==> src/rtl/cache_refill_ctrl.sv <==
// -----------------------------------------------------------------------------
// cache_refill_ctrl
//   Memory-side refill engine for a 4-set direct-mapped data cache with
//   4 x DATA_WIDTH-bit words per block. On a miss it fetches the aligned
//   16-byte block as four word reads, collects the returns through a
//   latency-matched tag pipe and presents the block on d0..d3 with a
//   one-cycle refill_valid pulse.
//
// Optional feature macro: CRITICAL_WORD_FIRST_EN
//   defined   : reads start at the missed word and wrap (start, start+1, ...);
//               crit_valid/crit_data report the first returned word early.
//   undefined : reads are issued in order 0,1,2,3; no crit_* ports.
//
// Parameters
//   DATA_WIDTH  : word width of memory data and d0..d3
//   ADDR_WIDTH  : byte-address width (>= 5)
//   MEM_LATENCY : cycles from mem_rd_en to mem_rdata valid (1..4)
//
// Ports
//   clk, rst      : clock (rising edge), asynchronous active-high reset
//   miss_req      : cache miss request, level, held until refill_valid
//   miss_addr     : missing byte address, sampled only while idle
//   busy          : refill in progress
//   mem_rd_en     : data-memory read strobe
//   mem_addr      : word-aligned read address
//   mem_rdata     : read data, valid MEM_LATENCY cycles after mem_rd_en
//   d0..d3        : block words at byte offsets 0x0/0x4/0x8/0xC
//   refill_valid  : one-cycle pulse, d0..d3 hold a complete block
//   crit_valid    : critical-word-ready pulse (feature only)
//   crit_data     : critical word (feature only)
// -----------------------------------------------------------------------------
module cache_refill_ctrl #(
  parameter int unsigned DATA_WIDTH  = 32,
  parameter int unsigned ADDR_WIDTH  = 32,
  parameter int unsigned MEM_LATENCY = 1
) (
  input  logic                  clk,
  input  logic                  rst,
  input  logic                  miss_req,
  input  logic [ADDR_WIDTH-1:0] miss_addr,
  output logic                  busy,
  output logic                  mem_rd_en,
  output logic [ADDR_WIDTH-1:0] mem_addr,
  input  logic [DATA_WIDTH-1:0] mem_rdata,
  output logic [DATA_WIDTH-1:0] d0,
  output logic [DATA_WIDTH-1:0] d1,
  output logic [DATA_WIDTH-1:0] d2,
  output logic [DATA_WIDTH-1:0] d3,
  output logic                  refill_valid
`ifdef CRITICAL_WORD_FIRST_EN
  ,
  output logic                  crit_valid,
  output logic [DATA_WIDTH-1:0] crit_data
`endif
);

  localparam int unsigned WORDS  = 4;
  localparam int unsigned IDX_W  = 2;
  localparam int unsigned BLK_W  = ADDR_WIDTH - 4;
  localparam logic [IDX_W-1:0] LAST_IDX = IDX_W'(WORDS - 1);

  typedef enum logic [1:0] {
    IDLE  = 2'd0,
    ISSUE = 2'd1,
    WAIT  = 2'd2,
    DONE  = 2'd3
  } state_e;

  state_e                  state_q, state_d;
  logic [IDX_W-1:0]        idx_q, idx_d;
  logic [BLK_W-1:0]        base_q, base_d;
  logic [IDX_W-1:0]        cap_q, cap_d;
  logic [IDX_W-1:0]        word_d;

  // Tag pipe: one entry per cycle, valid bit plus the word index in flight.
  logic                    pv_q [MEM_LATENCY];
  logic                    pv_d [MEM_LATENCY];
  logic [IDX_W-1:0]        pw_q [MEM_LATENCY];
  logic [IDX_W-1:0]        pw_d [MEM_LATENCY];

  logic [DATA_WIDTH-1:0]   dw_q [WORDS];
  logic [DATA_WIDTH-1:0]   dw_d [WORDS];

  logic                    busy_q, busy_d;
  logic                    rd_q, rd_d;
  logic [ADDR_WIDTH-1:0]   addr_q, addr_d;
  logic                    rv_q, rv_d;

  logic                    cap_hit;
  logic [IDX_W-1:0]        cap_word;

`ifdef CRITICAL_WORD_FIRST_EN
  logic [IDX_W-1:0]        start_q, start_d;
  logic                    cv_q, cv_d;
  logic [DATA_WIDTH-1:0]   cd_q, cd_d;
  logic                    unused_addr_bits;
  assign unused_addr_bits = ^miss_addr[1:0];
`else
  logic                    unused_addr_bits;
  assign unused_addr_bits = ^miss_addr[3:0];
`endif

  // A return is captured in the cycle its tag leaves the last pipe stage.
  assign cap_hit  = pv_q[MEM_LATENCY-1];
  assign cap_word = pw_q[MEM_LATENCY-1];

  // Next-state, datapath and registered-output logic.
  always_comb begin
    state_d = state_q;
    idx_d   = idx_q;
    base_d  = base_q;
    cap_d   = cap_q;
    dw_d    = dw_q;
    addr_d  = addr_q;
    word_d  = '0;
`ifdef CRITICAL_WORD_FIRST_EN
    start_d = start_q;
    cv_d    = 1'b0;
    cd_d    = cd_q;
`endif

    // The read launched this cycle (registered strobe/address) enters the pipe.
    pv_d[0] = rd_q;
    pw_d[0] = addr_q[3:2];
    for (int unsigned i = 1; i < MEM_LATENCY; i++) begin
      pv_d[i] = pv_q[i-1];
      pw_d[i] = pw_q[i-1];
    end

    if (cap_hit) begin
      dw_d[cap_word] = mem_rdata;
      cap_d          = cap_q + IDX_W'(1);
`ifdef CRITICAL_WORD_FIRST_EN
      // First return of the refill is the critical word.
      if (cap_q == '0) begin
        cv_d = 1'b1;
        cd_d = mem_rdata;
      end
`endif
    end

    case (state_q)
      IDLE: begin
        if (miss_req) begin
          state_d = ISSUE;
          idx_d   = '0;
          cap_d   = '0;
          base_d  = miss_addr[ADDR_WIDTH-1:4];
`ifdef CRITICAL_WORD_FIRST_EN
          start_d = miss_addr[3:2];
`endif
        end
      end
      ISSUE: begin
        if (idx_q == LAST_IDX) begin
          state_d = WAIT;
        end else begin
          idx_d = idx_q + IDX_W'(1);
        end
      end
      WAIT: begin
        if (cap_hit && (cap_q == LAST_IDX)) begin
          state_d = DONE;
        end
      end
      DONE: begin
        state_d = IDLE;
      end
      default: begin
        state_d = IDLE;
      end
    endcase

    // Word order: wraps from the missed word, or fixed 0..3.
`ifdef CRITICAL_WORD_FIRST_EN
    word_d = start_d + idx_d;
`else
    word_d = idx_d;
`endif

    // Outputs are a registered image of the next state.
    busy_d = (state_d != IDLE);
    rd_d   = (state_d == ISSUE);
    rv_d   = (state_d == DONE);
    // base is 16-byte aligned, so concatenating the offset cannot carry.
    if (state_d == ISSUE) begin
      addr_d = {base_d, word_d, 2'b00};
    end
  end

  // State and datapath registers.
  always_ff @(posedge clk or posedge rst) begin
    if (rst) begin
      state_q <= IDLE;
      idx_q   <= '0;
      base_q  <= '0;
      cap_q   <= '0;
      busy_q  <= 1'b0;
      rd_q    <= 1'b0;
      addr_q  <= '0;
      rv_q    <= 1'b0;
      for (int unsigned i = 0; i < MEM_LATENCY; i++) begin
        pv_q[i] <= 1'b0;
        pw_q[i] <= '0;
      end
      for (int unsigned i = 0; i < WORDS; i++) begin
        dw_q[i] <= '0;
      end
`ifdef CRITICAL_WORD_FIRST_EN
      start_q <= '0;
      cv_q    <= 1'b0;
      cd_q    <= '0;
`endif
    end else begin
      state_q <= state_d;
      idx_q   <= idx_d;
      base_q  <= base_d;
      cap_q   <= cap_d;
      busy_q  <= busy_d;
      rd_q    <= rd_d;
      addr_q  <= addr_d;
      rv_q    <= rv_d;
      pv_q    <= pv_d;
      pw_q    <= pw_d;
      dw_q    <= dw_d;
`ifdef CRITICAL_WORD_FIRST_EN
      start_q <= start_d;
      cv_q    <= cv_d;
      cd_q    <= cd_d;
`endif
    end
  end

  assign busy         = busy_q;
  assign mem_rd_en    = rd_q;
  assign mem_addr     = addr_q;
  assign refill_valid = rv_q;
  assign d0           = dw_q[0];
  assign d1           = dw_q[1];
  assign d2           = dw_q[2];
  assign d3           = dw_q[3];
`ifdef CRITICAL_WORD_FIRST_EN
  assign crit_valid   = cv_q;
  assign crit_data    = cd_q;
`endif

endmodule

==> config.mk <==
export PLATFORM = sky130hd
export DESIGN_NAME = cache_refill_ctrl
export DESIGN_NICKNAME = d
export VERILOG_FILES = /design/src/rtl/cache_refill_ctrl.sv
export SDC_FILE = /design/constraint.sdc
export NUM_CORES = 1
export LEC_CHECK = 0
export BUFFER_PORTS_ARGS = -buffer_cell sky130_fd_sc_hd__buf_2
export CAP_MARGIN = 30
export CORE_MARGIN = 1.5
export CORE_UTILIZATION = 51
export CTS_CLUSTER_DIAMETER = 120
export DETAILED_ROUTE_END_ITERATION = 7
export PLACE_DENSITY = 0.89
export SETUP_SLACK_MARGIN = 0.4
export SLEW_MARGIN = 20
export SYNTH_ARGS = -nofsm -noshare
export SYNTH_HDL_FRONTEND = slang
export SYNTH_SLANG_ARGS = --single-unit
==> constraint.sdc <==
create_clock -name clk -period 7 [get_ports clk]
set_input_delay 0.35 -clock clk [delete_from_list [all_inputs] [get_ports clk]]
set_output_delay 0.35 -clock clk [all_outputs]
set_load 0.01 [all_outputs]
==> metrics.md <==
| Metric | Value |
|---|---|
| DIE HEIGHT | 125.4 um |
| Fin. max-slew vios | 0 |
| Longest Clk Path Bufs | 2 |
| CP top delay family | simple AND/OR/NAND/NOR gates |
| Largest net degree at the start of global routing | 137 |
| YS warnings | 0 |
| DR iter-0 viols | 220 |
| Ratio of cells with drive above 1 in the final layout | 0.6320 |
| Post-synth top area share | 0.6484 |
| Commonest cells after routing, fill and taps aside | buf_2, dfrtp_1, mux2_2 |
| Power Density | 532.0 mW/mm^2 |
| Remaining antenna violation count | 0 |
| # clock sinks | 198 |
| Drt first pass iters | 4 |
| CP bufs+invs | 1 |
| CP Cell Sequence | nor3b_4 -> buf_4 -> mux2_2 |
| Critical Path RT | 7310 ps |
| Worst reg-to-reg path cell count | 3 |
| Power, Total | 0.005074 W |
| H-tree depth | 4 |
| I/O pins | 230 |
| Placeable Area | 0.01459 mm^2 |
| Synthesized flop and latch total | 198 |
| Nets | 767 |
| Status | finished, final reports clean |
| WP data arrival | 2310 ps |
| Worst Slack Setup Final | 4998 ps |
| Layout area overhead | 24.82% |
| Slowest stage cell on the critical path | nor3b_4 |
| Setup TNS Final | 0 ps |
| Worst reg2reg path startpoint | cap_hit$_DFF_PP0_ |
| Port bufs | 223 |
| First-pass GRT wire length | 26,620 um |
| Avg Synthesized Cell Area | 16.09 um^2 |
| Total CTS buffers | 17 |
| Post-route clock skew | 7.765 ps |
| Rows | 44 |
| CTS Hold Buffers Added | 0 |
| Met3 usage | 0.07959 |
| Unrepaired setup endpoints after global routing | no |
| CTS tree | built |
| Via count | 4,767 |
| MaxCap Viol Count | 0 |
| Footprint of the multi-input gates | 0.002504 mm^2 |
| Met2 GRT Util | 0.3623 |
| Crit start category | register |
| Gpl congestion | 0.7611 |
| Routed wire per std cell | 18.44 um |
| P_leak | 4.382 nW |
| Worst stage delay on the critical path | 520 ps |
| Fin crit period | 2002 ps |
| Ratio of final minimum period to clock period | 0.2860 |
| Seq/Total Area, Yosys | 0.6484 |
| DP Wirelength | 11,280 um |
| DRC Markers | 0 |
| Vias in the first global route | 5,078 |
| Critical Path Sink | d0[27]$_DFFE_PP0P_ |
| Sequential cell area | 0.004955 mm^2 |
| Worst Tran Pin Value | 973.9 ps |
| Yosys cell types | 31 |
| Clk slew on worst S/H paths | 70 ps |
| Final hold viol count | 0 |
| Pre-CTS setup slack | 4953 ps |
| Die Wd | 125.4 um |
| Clock insertion delay at the later pin of the skew report | 420 ps |
| Synth area leaders | dfrtp_1, mux2_2, o221a_2 |
| GR Layer Usage met1 | 0.2594 |
| Max-slew headroom at the worst pin | 0.3507 |
| Setup crit start | cap_hit$_DFF_PP0_ |
| Post-Route WL | 16,520 um |
| Synth Instances | 475 |
| Worst reg-to-reg setup slack | 5000 ps |
| CP Class | register to register |
| Crit end category | register |
| FMAX | 499.5 MHz |
| Post_cts resized | 0 |
| Critical path fanouts, max | 25 |
| Min-delay worst type | input port to register |
| Diodes inserted | 0 |
| Worst-case vdd ir drop | 240.4 uV |
| Crit. path cell count | 3 |
| Setup violators final | 0 |
| Postcts setup bufs | 0 |
| Most Crowded Layer GR | met2 |
| Initial Util | 0.5238 |
| FILL cells | 1,015 |
| Total track usage | 0.2168 |
| Worst reg2reg endpoint | d0[27]$_DFFE_PP0P_ |
| Cell taking the most area after synthesis | dfrtp_1 |
| CTS root buf | clkbuf_16 |
| Routed vias/inst | 5.320 |
| Initial antenna violation count | 0 |
| GRT overflow | 0 |
| Most common cell after layout, fill and taps aside | buf_2 |
| Mapped Area | 0.007641 mm^2 |
| Die ar. | 0.01573 mm^2 |
-- where the power goes --
part	internal [W]	switching (W)	leakage (nW)	total, W
logic	0.00105	0.000950	1.79	0.00200
registers	0.00174	0.000340	2.30	0.00208
clock network	0.000561	0.000431	0.288	0.000992
-- cell type report --
cell class | instances | area share
multi-input cells | 246 | 0.2625
clock buffers | 20 | 0.04893
clock inverters | 12 | 0.01482
flip-flops and latches | 198 | 0.5195
well taps | 184 | 0.02414
repair buffers | 232 | 0.1278
inverters | 4 | 0.002361
-- stage by stage --
| step | hold slack [ps] | util | cells | area (um^2) |
|---|---|---|---|---|
| after global placement | 357.2 | 0.6081 | 861 | 8872 |
| after global routing | 140.9 | 0.6538 | 896 | 9538 |
| final | 160.0 | 0.6538 | 896 | 9538 |
| after detailed placement | 357.6 | 0.6095 | 862 | 8892 |
| after CTS | 144.0 | 0.6512 | 894 | 9500 |
| after floorplan | 416.0 | - | 476 | 7645 |
-- cells by family after synthesis --
| family | Yosys count | share of synthesized area |
|---|---|---|
| adder cells (fa/ha/maj) | 1 | 0.001637 |
| AO/OA/AOI/OAI | 38 | 0.05142 |
| multiplexers | 158 | 0.2327 |
| XOR/XNOR | 1 | 0.001146 |
| other | 1 | 0.0004908 |
| buffers and inverters | 32 | 0.02669 |
| flip-flops | 198 | 0.6484 |
| AND/OR/NAND/NOR | 46 | 0.03750 |
-- worst min path at each step --
| stage | slack, ps | start | depth (start not counted) | end |
|---|---|---|---|---|
| finish | 160 | miss_addr[25] | 2 | base_q[21]$_DFF_PP0_ |
| global route | 140 | miss_addr[14] | 2 | base_q[10]$_DFF_PP0_ |
| CTS | 140 | miss_addr[31] | 2 | base_q[27]$_DFF_PP0_ |
| detailed placement | 360 | mem_rd_en$_DFF_PP0_ | 0 | cap_hit$_DFF_PP0_ |
| global placement | 360 | mem_rd_en$_DFF_PP0_ | 0 | cap_hit$_DFF_PP0_ |
| floorplan | 420 | mem_rd_en$_DFF_PP0_ | 0 | cap_hit$_DFF_PP0_ |
-- flip-flops by register name (all words and copies together), names as in the netlist --
signal and flops:
d3 32, d1 32, d0 32, cap_q 2, mem_addr 30, cap_hit 1
cap_word 2, d2 32, mem_rd_en 1, refill_valid 1, idx_q 2, state_q 2
busy 1, base_q 28
-- worst register-to-register path, cell delays in order (launching register included) --
cell	delay [ps]
dfrtp_1	480
nor3b_4	520
buf_4	480
mux2_2	400
-- layer usage --
| layer | vias to the layer above | part of all wire |
|---|---|---|
| met4 | 0 | 0.014 |
| met5 | - | 0 |
| met1 | 2414 | 0.41 |
| met2 | 184 | 0.51 |
| met3 | 19 | 0.071 |
| li1 | 2150 | - |
-- synth_stat cells --
| master | number |
|---|---|
| a21o_1 | 1 |
| a21oi_1 | 3 |
| a22oi_1 | 1 |
| a311oi_4 | 1 |
| buf_2 | 13 |
| buf_4 | 8 |
| buf_6 | 5 |
| clkbuf_1 | 2 |
| conb_1 | 1 |
| dfrtp_1 | 198 |
| ha_1 | 1 |
| inv_1 | 4 |
| mux2_1 | 2 |
| mux2_2 | 155 |
| mux2i_1 | 1 |
| nand2_1 | 1 |
| nand2b_1 | 30 |
| nand3_1 | 1 |
| nand3b_1 | 2 |
| nand4_1 | 1 |
| nor2_1 | 4 |
| nor2_2 | 1 |
| nor2b_1 | 1 |
| nor3_1 | 2 |
| nor3b_2 | 2 |
| o21ai_0 | 3 |
| o221a_1 | 3 |
| o221a_2 | 25 |
| o22ai_1 | 1 |
| or2_2 | 1 |
| xnor2_1 | 1 |
Note: power is estimated with default switching activity, not from simulation.
